### config.mk
export PLATFORM = sky130hd
export DESIGN_NAME = fetch_unit
export DESIGN_NICKNAME = d
export VERILOG_FILES = /design/src/rtl/cpu_pkg.sv /design/src/rtl/fetch_pc.sv /design/src/rtl/fetch_unit.sv
export SDC_FILE = /design/constraint.sdc
export NUM_CORES = 1
export LEC_CHECK = 0
export ABC_AREA = 1
export CORE_MARGIN = 2
export CORE_UTILIZATION = 45
export CTS_CLUSTER_DIAMETER = 50
export DETAILED_ROUTE_END_ITERATION = 7
export GPL_TIMING_DRIVEN = 0
export PLACE_DENSITY = 0.68
export SLEW_MARGIN = 20
export SYNTH_ARGS = -nofsm -noshare
export SYNTH_HDL_FRONTEND = slang
export SYNTH_HIERARCHICAL = 1
export SYNTH_SLANG_ARGS = --single-unit
### constraint.sdc
create_clock -name clk -period 3.25 [get_ports clk]
set_input_delay 0.325 -clock clk [delete_from_list [all_inputs] [get_ports clk]]
set_output_delay 0.325 -clock clk [all_outputs]
set_load 0.02 [all_outputs]
### src/rtl/cpu_pkg.sv
// cpu_pkg: shared fetch-stage types, instruction-format constants and decode helper.
// The HALT state exists only when FETCH_HALT_EN is defined.
package cpu_pkg;

  localparam int unsigned XLEN = 16;
  localparam int unsigned BLEN = 8;

  localparam logic [XLEN-1:0] ONE_ARG_MASK  = 16'hC000;
  localparam logic [XLEN-1:0] ONE_ARG_VAL   = 16'h8000;
  localparam logic [XLEN-1:0] SRC_MASK      = 16'h0600;
  localparam logic [XLEN-1:0] SRC_DATA      = 16'h0200;

  localparam logic [XLEN-1:0] INST_LEN_BASE = 16'd2;
  localparam logic [XLEN-1:0] INST_LEN_DATA = 16'd3;

  typedef enum logic [2:0] {
    FETCH_HI   = 3'd0,
    FETCH_LO   = 3'd1,
    FETCH_DATA = 3'd2,
`ifdef FETCH_HALT_EN
    HALT       = 3'd4,
`endif
    ISSUE      = 3'd3
  } fetch_state_e;

  // One-argument instruction whose source is an inline data byte.
  function automatic logic has_data(input logic [XLEN-1:0] inst);
    return ((inst & ONE_ARG_MASK) == ONE_ARG_VAL) && ((inst & SRC_MASK) == SRC_DATA);
  endfunction

endpackage

### src/rtl/fetch_pc.sv
// fetch_pc: fetch program counter register with its reset / advance / branch mux.
module fetch_pc
  import cpu_pkg::*;
#(
  parameter logic [XLEN-1:0] RESET_PC = 16'h0000
) (
  input  logic            clk,
  input  logic            rst_n,
  input  logic            adv_i,
  input  logic [XLEN-1:0] len_i,
  input  logic            branch_i,
  input  logic [XLEN-1:0] base_i,
  input  logic [XLEN-1:0] offset_i,
  output logic [XLEN-1:0] fetch_pc_o,
  output logic [XLEN-1:0] next_pc_c_o,
  output logic [XLEN-1:0] plus1_c_o,
  output logic [XLEN-1:0] plus2_c_o
);

  logic [XLEN-1:0] fetch_pc_q;
  logic [XLEN-1:0] fetch_pc_d;

  // Next fetch address: branch target wins over sequential advance.
  always_comb begin
    fetch_pc_d = fetch_pc_q;
    if (branch_i) begin
      fetch_pc_d = base_i + offset_i;
    end else if (adv_i) begin
      fetch_pc_d = fetch_pc_q + len_i;
    end
  end

  // Fetch PC register with synchronous reset.
  always_ff @(posedge clk) begin
    if (!rst_n) begin
      fetch_pc_q <= RESET_PC;
    end else begin
      fetch_pc_q <= fetch_pc_d;
    end
  end

  assign fetch_pc_o  = fetch_pc_q;
  assign next_pc_c_o = fetch_pc_d;
  assign plus1_c_o   = fetch_pc_q + 16'd1;
  assign plus2_c_o   = fetch_pc_q + 16'd2;

endmodule

### src/rtl/fetch_unit.sv
// fetch_unit: byte-wide instruction fetch sequencer feeding the decoder.
// Define FETCH_HALT_EN to add the halt input and the HALT state.
module fetch_unit
  import cpu_pkg::*;
#(
  parameter logic [XLEN-1:0] RESET_PC = 16'h0000
) (
  input  logic            clk,
  input  logic            rst_n,
  output logic            mem_req,
  output logic [XLEN-1:0] mem_addr,
  input  logic            mem_ack,
  input  logic [BLEN-1:0] mem_rdata,
  output logic [XLEN-1:0] inst,
  output logic [BLEN-1:0] data,
  output logic            dec_en,
  input  logic            exec_ready,
  input  logic            branch_taken,
  input  logic [XLEN-1:0] branch_offset,
  input  logic            skip_next,
`ifdef FETCH_HALT_EN
  input  logic            halt,
`endif
  output logic [XLEN-1:0] pc
);

  fetch_state_e    state_q;
  logic            req_q;
  logic [XLEN-1:0] addr_q;
  logic [XLEN-1:0] inst_q;
  logic [BLEN-1:0] data_q;
  logic            dec_en_q;
  logic [XLEN-1:0] pc_q;
  logic            skip_q;

  logic [XLEN-1:0] fetch_pc_cur;
  logic [XLEN-1:0] next_pc_c;
  logic [XLEN-1:0] plus1_c;
  logic [XLEN-1:0] plus2_c;
  logic [XLEN-1:0] len_c;
  logic            adv_c;
  logic            branch_c;
  logic            lo_has_data_c;

  // PC advance / redirect strobes for the fetch_pc sub-block.
  always_comb begin
    lo_has_data_c = has_data({inst_q[15:8], mem_rdata});
    adv_c         = 1'b0;
    len_c         = INST_LEN_BASE;
    branch_c      = 1'b0;
    case (state_q)
      FETCH_LO:   adv_c = req_q && mem_ack && !lo_has_data_c;
      FETCH_DATA: begin
        adv_c = req_q && mem_ack;
        len_c = INST_LEN_DATA;
      end
      ISSUE:      branch_c = !skip_q && exec_ready && branch_taken;
      default:    ;
    endcase
  end

  fetch_pc #(.RESET_PC(RESET_PC)) u_fetch_pc (
    .clk        (clk),
    .rst_n      (rst_n),
    .adv_i      (adv_c),
    .len_i      (len_c),
    .branch_i   (branch_c),
    .base_i     (pc_q),
    .offset_i   (branch_offset),
    .fetch_pc_o (fetch_pc_cur),
    .next_pc_c_o(next_pc_c),
    .plus1_c_o  (plus1_c),
    .plus2_c_o  (plus2_c)
  );

  // Fetch sequencer: each byte state spends its entry cycle with mem_req low.
  always_ff @(posedge clk) begin
    if (!rst_n) begin
      state_q  <= FETCH_HI;
      req_q    <= 1'b0;
      addr_q   <= RESET_PC;
      inst_q   <= '0;
      data_q   <= '0;
      dec_en_q <= 1'b0;
      pc_q     <= RESET_PC;
      skip_q   <= 1'b0;
    end else begin
      case (state_q)
        FETCH_HI: begin
          if (!req_q) begin
`ifdef FETCH_HALT_EN
            if (halt) state_q <= HALT;
            else      req_q   <= 1'b1;
`else
            req_q <= 1'b1;
`endif
          end else if (mem_ack) begin
            inst_q[15:8] <= mem_rdata;
            req_q        <= 1'b0;
            addr_q       <= plus1_c;
            state_q      <= FETCH_LO;
          end
        end
        FETCH_LO: begin
          if (!req_q) begin
            req_q <= 1'b1;
          end else if (mem_ack) begin
            inst_q[7:0] <= mem_rdata;
            req_q       <= 1'b0;
            if (lo_has_data_c) begin
              addr_q  <= plus2_c;
              state_q <= FETCH_DATA;
            end else begin
              data_q   <= '0;
              pc_q     <= fetch_pc_cur;
              dec_en_q <= !skip_q;
              state_q  <= ISSUE;
            end
          end
        end
        FETCH_DATA: begin
          if (!req_q) begin
            req_q <= 1'b1;
          end else if (mem_ack) begin
            data_q   <= mem_rdata;
            req_q    <= 1'b0;
            pc_q     <= fetch_pc_cur;
            dec_en_q <= !skip_q;
            state_q  <= ISSUE;
          end
        end
        ISSUE: begin
          if (skip_q) begin
            skip_q  <= 1'b0;
            addr_q  <= next_pc_c;
            state_q <= FETCH_HI;
          end else if (exec_ready) begin
            dec_en_q <= 1'b0;
            skip_q   <= skip_next && !branch_taken;
            addr_q   <= next_pc_c;
`ifdef FETCH_HALT_EN
            state_q  <= halt ? HALT : FETCH_HI;
`else
            state_q  <= FETCH_HI;
`endif
          end
        end
`ifdef FETCH_HALT_EN
        HALT: begin
          if (!halt) state_q <= FETCH_HI;
        end
`endif
        default: state_q <= FETCH_HI;
      endcase
    end
  end

  assign mem_req  = req_q;
  assign mem_addr = addr_q;
  assign inst     = inst_q;
  assign data     = data_q;
  assign dec_en   = dec_en_q;
  assign pc       = pc_q;

endmodule

## Yosys cells after proc, flatten, opt, wreduce, memory -nomap -nowiden

Index checks and enable logic that the tools add are counted.

| storage, ports and cells | value |
|---|---|
| flip-flop bits (word level) | 78 |
| output and inout bits | 58 |
| word-level logic and storage cells | 97 |

| cells by class | value |
|---|---|
| add/subtract/negate cells | 4 |
| eq/ne operators | 16 |
| mux-type cells | 47 |
| reductions and logical operators | 20 |

Operator list:

| operator | count |
|---|---|
| two-way mux 16 bit | 14 |
| one-hot mux 16 bit (3 select lines) | 1 |
| two-way mux 8 bit | 5 |
| one-hot mux 16 bit (2 select lines) | 1 |
| two-way mux 3 bit | 8 |
| inequality test 2 bit, second input constant | 10 |
| adder 16 x 1 -> 16 bit, second input constant | 1 |
| adder 16 bit | 1 |
| adder 16 x 2 -> 16 bit | 1 |
| adder 16 x 2 -> 16 bit, second input constant | 1 |
| one-hot mux 8 bit (2 select lines) | 1 |
| two-way mux 1 bit | 14 |
| AND reduction 7 bit | 2 |
| one-hot mux 3 bit (4 select lines) | 1 |
| AND reduction 8 bit | 1 |
| == test 3 x 2 -> 1 bit, second input constant | 2 |
| logical AND 1 bit | 6 |
| AND reduction 3 bit | 2 |
| AND reduction 6 bit | 1 |
| nonzero test 3 bit | 2 |
| == test 3 x 1 -> 1 bit, second input constant | 1 |
| zero test 1 bit | 3 |
| zero test 3 bit | 1 |
| inequality test 3 bit, second input constant | 1 |
| other kinds (6) | 6 |

## Depth between registers and ports, before layout

| depth | value |
|---|---|
| word-level depth | 10 |
| mapped depth | 18 |
| depth with buffers taken out | 18 |

## Hierarchy

Netlist, hierarchy kept.

Modules (own cells, without submodules):

| module | times used | cells an instance | area each (um^2) | seq. area each (um^2) |
|---|---|---|---|---|
| fetch_pc | 1 | 521 | 2991.6 | 320.3 |
| fetch_unit | 1 | 426 | 2909.0 | 1221.2 |

## Worst setup path after synthesis

No wires, ideal clock.

| timing path | value |
|---|---|
| path type | register to register |
| from | reg state_q[0] |
| to | reg addr_q[12] (netlist: mem_addr[12]) |
| arrival | 2.129 ns |
| required time | 3.137 ns |
| path slack | 1.008 ns |
| stages on the path, launching flop included | 19 |
| path buffers | 0 |
| clock period less this slack | 2.242 ns |
| cell sequence | dfxtp_1 inv_1 ha_1 ha_1 fa_1 nand3_1 nand3_2 nand2_1 nand2_1 nand2_1 nand2_1 nand2_1 nand3_1 nand2_1 nand2_1 nand2_1 nand3_1 nor2_1 nor2_1 |

| on the way | value |
|---|---|
| word-level cells in the longest chain between the ends | 8 |
| elaborated cells on any way between the ends | 21 |

Ends and longest elaborated chain:

| element | RTL line | RTL |
|---|---|---|
| start, declared | fetch_unit.sv:27 | `fetch_state_e state_q;` |
| start signal, assigned | fetch_unit.sv:79 | `state_q <= FETCH_HI;` |
| start signal, assigned | fetch_unit.sv:101 | `state_q <= FETCH_LO;` |
| start signal, assigned | fetch_unit.sv:112 | `state_q <= FETCH_DATA;` |
| == test 3 x 2 -> 1 bit (*) | fetch_unit.sv:51 | `case (state_q)` |
| two-way mux 1 bit (*) | fetch_unit.sv:51 |  |
| net len_c[0] | fetch_unit.sv:40 | `logic [XLEN-1:0] len_c;` |
| adder 16 x 2 -> 16 bit (*) | fetch_pc.sv:29 | `fetch_pc_d = fetch_pc_q + len_i;` |
| two-way mux 16 bit (*) | fetch_pc.sv:28 | `end else if (adv_i) begin` |
| two-way mux 16 bit (*) | fetch_pc.sv:26 | `if (branch_i) begin` |
| net next_pc_c[12] | fetch_unit.sv:37 | `logic [XLEN-1:0] next_pc_c;` |
| two-way mux 16 bit | fetch_unit.sv:137 | `end else if (exec_ready) begin` |
| two-way mux 16 bit (*) | fetch_unit.sv:133 | `if (skip_q) begin` |
| one-hot mux 16 bit (3 select lines) (*) | fetch_unit.sv:88 | `case (state_q)` |
| end signal, assigned | fetch_unit.sv:100 | `addr_q <= plus1_c;` |
| end signal, assigned | fetch_unit.sv:135 | `addr_q <= next_pc_c;` |
| end signal, assigned | fetch_unit.sv:140 | `addr_q <= next_pc_c;` |
| end, declared | fetch_unit.sv:29 | `logic [XLEN-1:0] addr_q;` |

Mark *: on every way through the listed nets, which the timed path passes. The rest lies on a longest branch. The select of a mux whose other input is x is not followed.
A chain may end at the register's enable or synchronous reset.

## Final worst setup path

| timing path | value |
|---|---|
| from | reg state_q[1] |
| to | reg addr_q[6] (netlist: mem_addr[6]) |

| on the way | value |
|---|---|
| elaborated cells on any way between the ends | 21 |

RTL lines:

| element | RTL line | RTL |
|---|---|---|
| == test 3 x 2 -> 1 bit (*) | fetch_unit.sv:51 |  |
| two-way mux 1 bit (*) | fetch_unit.sv:51 |  |
| net branch_c | fetch_unit.sv:42 | `logic branch_c;` |
| two-way mux 16 bit (*) | fetch_pc.sv:26 |  |
| net next_pc_c[6] | fetch_unit.sv:37 |  |
| two-way mux 16 bit | fetch_unit.sv:137 |  |
| two-way mux 16 bit (*) | fetch_unit.sv:133 |  |
| one-hot mux 16 bit (3 select lines) (*) | fetch_unit.sv:88 |  |

Marked as above.

==> run metrics <==
vias in the first global route=5821; Synth area leaders=dfxtp_1, nand2_1, ha_1, a21oi_1, inv_1; dpl hpwl=13900 um; post-route cell area=0.00735 sq mm; setup ws final=226 ps; CP Depth=13; initial antenna violation count=0; Avg WL per Cell=14.0 um; maximum fanout along the worst path=10; Hold WC Path Type=register to register; IO Pins=88; CTS tree=yes; Arr. time, crit path=3270 ps; grt met3 use=4.05%; CP Data Required Time=3500 ps; Worst Setup Path Type=register to register; fraction of layout cells with a size suffix above 1=6.96%; switching part of the total=38.8%; core area=0.0127 sq mm; status=completed; CP max-delay cell=buf_1; met1 GRT Util=35.1%; worst reg-to-reg setup slack=230 ps; CTS resizes=0; die width=119 um; first-pass GRT wire length=28900 um; number of buffers created by CTS=9; Clk pwr share=29.0%; Die ar.=0.0140 sq mm; CP startpoint=state_q[1]$_SDFFE_PN0P_; met2 usage=40.6%; Seq/Total Area, Yosys=26.1%; DRT Pass-1 Iters=5; switching pwr=1.45 mW; crit-path cells=ha_1 -> buf_2 -> inv_1 -> nor3_1 -> clkbuf_1 -> buf_1 -> nand3_1 -> nand2_1 -> inv_1 -> nand2_1 -> nand3_1 -> nor2_1 -> nor2_1; crit share post-route=93.1%; drt total wl=17300 um; worst reg2reg path depth=13; clock latency on the worst-skew pair=350 ps; Avg Cell Area, Syn=6.23 sq um; RSZ-0062 raised after global routing=no; grt ovf=0; Initial Util=46.4%; Nets=1127; Worst setup SP type=register; Warnings, synthesis=6; Layout Skew=11.1 ps; dominant cell type by area after synthesis=dfxtp_1; Worst Max-Slew Pin Slew=731 ps; Max stage delay on crit path=440 ps; Combinational Power Share=40.3%; Via density=5.03; DP Area=0.00704 sq mm; WHS Path Cells=2; LEAKAGE=3.48 nW; R2R Path End=mem_addr[6]$_SDFFE_PN0P_; TNS Setup=0 ps; area delta synth->final=24.6%; Final Core Density=57.8%; total vias in the final route=6206; Final Instance Count excl. Fillers=1235; H-tree lvl count=3; GR Util All Layers=25.4%; overall die height=119 um; DP Cell Count=1220; port bufs=87; Seq cells post-synth=77; cell count after synthesis=947; hold_ws=463 ps; antenna-violating nets left=0; Clk pin slew, worst setup/hold paths=70 ps; crit path to=mem_addr[6]$_SDFFE_PN0P_; most used routing layer=met2; Worst setup EP type=register; initial DRC count=371; CP Buf/Inv Count=5; DRC violations left=0; Placer Congestion=0.972; final setup fails=0; Slew headroom=51.3%; Final Hold Fails=0; pre-CTS setup slack=296 ps; Worst R2R Start=state_q[1]$_SDFFE_PN0P_; Pwr Total=3.74 mW; CTS max path bufs=2; setup repair bufs after CTS=0; Achievable Freq=331 MHz; Power Density=509 mW/mm^2; Netlist cell types=41; Inserted Diodes=0; filler instances=1330; Rows=41; share of the synthesized area in the top cell type=26.1%; min Tclk post-route=3020 ps; CTS Hold Bufs=0; root buffer cell=clkbuf_16; Cell Int Power=2.29 mW; Post-Syn Area=0.00590 sq mm; largest net degree at the start of global routing=14; max-slew violations=0; sequential share of power=30.7%; max-cap viol count=0; Max VDD drop=0.298 mV; Crit path max-delay family=buffers and inverters; Clock Sinks=77
metal layers:
layer	share of wire [%]	vias up
met3	5.0	19
met4	1.8	0
li1	-	3255
met5	0	-
met2	45	160
met1	48	2772
state kept, by name, summed over array words and instances (netlist names):
signal and count:
mem_addr 16, u_fetch_pc/fetch_pc_o 16, mem_req 1, data 8, dec_en 1, pc 16, state_q 2, inst 16
skip_q 1
power groups by stage:
stage / Clock (mW) / Sequential, mW / Combinational (mW)
4_1_cts: 1.11 / 1.15 / 1.50
6_report: 1.09 / 1.15 / 1.51
3_5_place_dp: 0 / 1.17 / 1.49
2_1_floorplan: 0 / 1.23 / 0.972
5_1_grt: 1.14 / 1.17 / 1.69
3_3_place_gp: 0 / 1.17 / 1.49
cell usage after synthesis (all sizes together):
cell type  count
o21ai         23
nand4         29
and2           3
a21oi         90
buf           25
nor2          76
o211ai         3
nand2        318
o22ai          1
and3           1
clkinv         1
conb           2
fa             2
xnor2          6
o21a           1
xor2          22
clkbuf        13
nor3          10
a41oi          1
nand3b         6
inv          116
nand3         80
a211oi         1
dfxtp         77
or2            2
a22oi          1
a31oi          1
ha            36
cell usage in the layout, fill, tap and decap left out, types with 5 or more instances in the layout:
cell type        instances
nand2_1                311
inv_1                  110
clkdlybuf4s50_1         87
a21oi_1                 84
dfxtp_1                 77
nand3_1                 70
nor2_1                  70
ha_1                    36
nand4_1                 29
xor2_1                  22
o21ai_0                 18
conb_1                  16
clkbuf_1                13
buf_2                   10
clkbuf_16                9
nand3_2                  8
buf_4                    7
nand2_2                  7
nor3_1                   7
inv_2                    6
a21oi_2                  6
xnor2_1                  6
nand3b_1                 6
nor2_2                   5
o21ai_1                  5
how the worst min path moves through the flow:
stage                              start                                  end
global route        inst[6]$_SDFFE_PN0P_                 inst[6]$_SDFFE_PN0P_
finish              inst[5]$_SDFFE_PN0P_                 inst[5]$_SDFFE_PN0P_
floorplan                          rst_n  u_fetch_pc/fetch_pc_o[2]$_SDFF_PN0_
CTS                 inst[6]$_SDFFE_PN0P_                 inst[6]$_SDFFE_PN0P_
global placement    inst[6]$_SDFFE_PN0P_                 inst[6]$_SDFFE_PN0P_
detailed placement  inst[6]$_SDFFE_PN0P_                 inst[6]$_SDFFE_PN0P_
tightest hold or removal path, delay by kind of cell, from the launching register on:
| kind | cells | cell delay [ps] |
|---|---|---|
| compound gates | 1 | 50 |
| simple gates | 1 | 60 |
| flops | 1 | 310 |
cell families after synthesis:
logic type	Yosys count	share of synthesized area [%]
and+or+nand+nor	525	39.2
AOI/OAI and AO/OA	122	11.1
adders and majority gates	38	8.31
buffers and inverters	155	11.0
xor gates and xnor gates	28	4.16
other	2	0.127
DFF	77	26.1
final cells by class:
type / count / area, sq um / share of cell area [%]
tap: 172 / 215 / 2.93
clock buffer: 9 / 225 / 3.06
inverter: 117 / 439 / 5.97
clock inverter: 6 / 87.6 / 1.19
sequential: 77 / 1540 / 21.0
buffer: 38 / 211 / 2.88
multi-input combinational: 729 / 3760 / 51.2
timing repair buffer: 87 / 871 / 11.8
Note: power is estimated with default switching activity, not from simulation.
==> RTL change 1, RTL diff (same flow settings) <==
Reset style: asynchronous (`rst_n`), changed in 2 clocked blocks. Comments in the files are not updated.
--- a/src/rtl/fetch_pc.sv
+++ b/src/rtl/fetch_pc.sv
@@ -31,7 +31,7 @@
   end
 
   // Fetch PC register with synchronous reset.
-  always_ff @(posedge clk) begin
+  always_ff @(posedge clk or negedge rst_n) begin
     if (!rst_n) begin
       fetch_pc_q <= RESET_PC;
     end else begin
--- a/src/rtl/fetch_unit.sv
+++ b/src/rtl/fetch_unit.sv
@@ -74,7 +74,7 @@
   );
 
   // Fetch sequencer: each byte state spends its entry cycle with mem_req low.
-  always_ff @(posedge clk) begin
+  always_ff @(posedge clk or negedge rst_n) begin
     if (!rst_n) begin
       state_q  <= FETCH_HI;
       req_q    <= 1'b0;
Check against the original RTL: differs if rst_n is asserted again (counterexample within 4 cycles, from zero or initial values and one cycle with rst_n low); with rst_n held inactive, the same outputs for 10 cycles.
==> RTL change 1 against the original RTL <==
Die area decreased by 0.90%. Sequential cell count unchanged. Maximum frequency increased by 2.0%. Synthesized area decreased by 0.93%. Design area increased by 0.15%. Worst setup slack improved by 0.059 ns. Wire length decreased by 3.4%. Critical endpoint is now mem_addr[14]. Largest cell class unchanged.
Power is not compared: it rests on default switching activity, and its combinational part moved more than twofold at a synthesized area within 25%.
==> RTL change 1: results (changes against the original RTL) <==
first-pass iteration count of the detailed router = 7 (+2)
share of post-route cells with drive strength above 1 = 5.30% (-1.7 points)
top cells by count, synth = nand2_1 (315), inv_1 (107), nand3_1 (81)
initial DRC count = 393 (+5.9%)
status = finished, final reports clean
ClkCell Share = 4.59% (+0.33 points)
vias in the first global route = 5665 (-2.7%)
hold buffers post-CTS = 1 (+1)
Cell Area, Placed = 7010 µm² (-0.43%)
Most used DFF post-synth = dfrtp_1
die area = 13900 µm² (-0.90%)
XOR/XNOR Fraction of Synth Area = 5.22% (+1.1 points)
total track usage = 24.8% (-0.61 points)
post-synth cell types = 38 (-7.3%)
multi-input gates = 665 (-8.8%)
first-pass GRT wire length = 27700 µm (-4.2%)
Clock Skew = 0.0115 ns (+0.000402 ns)
final WL = 16800 µm (-3.4%)
Placer Congestion = 0.927 (-4.6%)
Seq area share = 26.2% (+5.2 points)
Signal buffers = 114 (-8.8%)
Worst Tran Pin Value = 0.595 ns (-0.136 ns)
buffer share of cell area = 14.3% (-0.40 points)
largest net degree at the start of global routing = 46 (+32)
Filler Cells Inserted = 1253 (-5.8%)
Nets = 1047 (-7.1%)
sequential fraction of the synthesis area = 33.0% (+6.8 points)
cells resized by post-CTS repair = 2 (+2)
fraction of area in multi-input gates = 46.4% (-4.8 points)
==> RTL change 1: cell types whose count changed after synthesis, moves of 11 or more <==
cell / change
dfxtp_1: -77
dfrtp_1: +77
a21oi_1: -52
nand4_1: -21
nor2_1: -19
o21ai_0: +31
nand3_1: +11
==> RTL change 1: final timing paths <==
kind / start / end / slack, ns
max: state_q[0] / mem_addr[14] / 0.28
min: mem_addr[5] / mem_addr[5] / 0.47
max reg2reg: state_q[0] / mem_addr[14] / 0.28
min reg2reg: mem_addr[5] / mem_addr[5] / 0.47
max in group asynchronous: rst_n / skip_q / 2.17
min in group asynchronous: rst_n / data[3] / 0.50
==> RTL change 1: critical path, stage by stage, from the launching register on <==
cell,delay [ns]
dfrtp_1,0.42
inv_1,0.12
ha_1,0.26
clkbuf_2,0.29
inv_1,0.09
a211oi_1,0.36
clkbuf_1,0.34
clkbuf_2,0.30
nand3_1,0.11
nand2_1,0.09
nand2_1,0.10
nand2_1,0.09
nand3_1,0.10
nand3_1,0.11
nand2_1,0.06
==> RTL change 1: through the flow <==
step                      setup WS [ns]  std cells  hold slack (ns)  setup TNS [ns]  util [%]
after global placement           -0.985       1136            0.459          -75.37      55.1
after detailed placement        -0.0161       1137            0.311         -0.0409      55.3
final                             0.285       1153            0.469               0      58.1
after global routing             0.0910       1153            0.497               0      58.1
after CTS                         0.140       1153            0.473               0      58.1
after floorplan                   0.838        877           0.0294               0         -
==> RTL change 1: metal layers <==
layer | track usage (%) | part of all wire, % | vias to the layer above
met1 | 34.3 | 48 | 2680
met3 | 4.99 | 5.7 | 19
met4 | 7.08 | 1.6 | 0
met5 | 0 | 0 | -
met2 | 39.4 | 45 | 150
li1 | - | - | 2965
==> RTL change 2, RTL diff (config.mk and constraints unchanged) <==
Without the edit above. Add a define of `FETCH_HALT_EN`.
--- a/src/rtl/cpu_pkg.sv
+++ b/src/rtl/cpu_pkg.sv
@@ -1,5 +1,7 @@
 // cpu_pkg: shared fetch-stage types, instruction-format constants and decode helper.
 // The HALT state exists only when FETCH_HALT_EN is defined.
+`define FETCH_HALT_EN
+
 package cpu_pkg;
 
   localparam int unsigned XLEN = 16;
Ports: changed (added halt); port bits go from 88 to 89. No check against the original RTL was run, so the function may have changed too.
==> RTL change 2 against the original RTL <==
Worst setup slack gained 0.046 ns. Design area decreased by 2.1%. Wire length down 5.1%. Sequential cell count rose by 1. Die area decreased by 2.5%. Core utilization fell by 0.53 points. Final cell count is 1.3% higher. Clock skew shrank 0.0040 ns. Clock power decreased by 5%. Power is 21% higher. Synthesized area down 2.6%. Critical path depth increased by 5. Sequential share of layout area rose by 0.73 points. Critical endpoint is now mem_addr[7].
==> RTL change 2: results (changes against the original RTL) <==
vias in the first global route = 5387 (-7.5%)
initial antenna violation count = 0 (unchanged)
Hold Path Class = reg2reg
clock transition at the registers of the reported paths = 0.06 ns
Most used DFF post-synth = dfxtp_1
Placer Congestion = 0.896 (-7.8%)
Post-synth ARST share = 0% (unchanged)
input/output buffers = 88 (+1.1%)
Synth Warn # = 6 (unchanged)
syn_area_per_cell = 5.98 µm² (-4.0%)
Sw Pwr = 1.89 mW (+30%)
cells resized by post-CTS repair = 0 (unchanged)
Peak VDD IR = 333 µV (+12%)
total track usage = 25.0% (-0.43 points)
routed vias = 6121 (-1.4%)
Skew-Pair Late Insertion Delay = 0.35 ns (about the same)
sequential fraction of the synthesis area = 27.2% (+1.0 points)
Area contributors post-synth = dfxtp_1 (27%), nand2_1 (19%), nor2_1 (9.2%)
routed length on met3 = 1050 µm (+23%)
wire per inst = 13.2 µm (-6.3%)
top cells by count, synth = nand2_1 (297), nor2_1 (141), inv_1 (126)
Clock Skew = 0.00709 ns (-0.00401 ns)
Nets = 1139 (+1.1%)
share of post-route cells with drive strength above 1 = 3.99% (-3.0 points)
antenna cells = 0 (unchanged)
hold buffers post-CTS = 0 (unchanged)
HPWL Detailed = 13000 µm (-6.5%)
dpl cells = 1235 (+1.2%)
status = finished, final reports clean
Filler Cells Inserted = 1297 (-2.5%)
Critical Path Fanout Max = 14 (+4)
post-synth cell types = 38 (-7.3%)
final WL = 16500 µm (-5.1%)
Top Metal Used = met4
Leak = 3.57 nW (+2.5%)
largest net degree at the start of global routing = 15 (+1)
first-pass GRT wire length = 26600 µm (-8.1%)
initial DRC count = 326 (-12%)
met2 routed WL = 7300 µm (-6.3%)
Post-CTS Setup Inserts = 0 (unchanged)
WP data arrival = 3.27 ns (about the same)
Max transition margin = 60.8% (+9.6 points)
Root Driver = clkbuf_16
WL met1 = 7920 µm (-5.5%)
[RTL change 2: cell type report]
type	instances	area, µm²	area share (%)
well taps	172	215	2.99
repair buffers	88	881	12.2
multi-input cells	742	3610	50.2
inverters	129	484	6.73
clock inverters	5	57.6	0.800
flip-flops and latches	78	1560	21.7
clock buffers	11	243	3.37
plain buffers	26	145	2.02
[RTL change 2: stage by stage]
stage               cell area [µm²]  worst slack [ns]
global route                   7200            0.0326
CTS                            7200             0.332
finish                         7200             0.272
global placement               6900             0.163
floorplan                      5800             0.911
detailed placement             6900             0.160
[RTL change 2: critical path, cell delays in order (launching register included)]
cell	delay (ns)
dfxtp_1	0.44
inv_2	0.13
nand2_4	0.14
nor2_1	0.08
nand2_1	0.12
nand3_2	0.16
inv_2	0.17
buf_6	0.20
clkinv_1	0.29
buf_2	0.29
a21oi_1	0.16
o21ai_0	0.12
nand2_1	0.12
nand2_1	0.08
inv_1	0.05
nand2_1	0.05
nand3_1	0.14
nor2_1	0.07
nor2_1	0.09
[RTL change 2: metal layers]
metal,track usage (%),vias to the layer above
met5,0,-
met4,6.75,0
met3,4.43,10
met2,40.2,166
met1,34.7,2708
li1,-,3237
[RTL change 2: kinds of logic (layout without fill, tap and decap cells)]
logic type	after synthesis	in the layout	synth area share, %
compound gates	130	130	11.7
other cells	2	16	0.131
fa+ha+maj	34	34	7.66
simple gates	535	535	38.3
xor+xnor	27	27	4.11
buf+inv	155	259	10.9
flops	78	78	27.2
[RTL change 2: power groups by stage]
stage	combinational (mW)	clock, mW	sequential (mW)
4_1_cts	2.11	1.06	1.37
5_1_grt	2.38	1.09	1.40
3_3_place_gp	2.08	0	1.38
2_1_floorplan	1.22	0	1.54
3_5_place_dp	2.09	0	1.39
6_report	2.12	1.04	1.37
[RTL change 2: path summary, 6_finish.rpt]
path / startpoint / end / slack (ns) / cells past startpoint
max: state_q[2] / mem_addr[7] / 0.27 / 18
min: inst[11] / inst[11] / 0.45 / 2
max reg2reg: state_q[2] / mem_addr[7] / 0.27 / 18
min reg2reg: inst[11] / inst[11] / 0.45 / 2
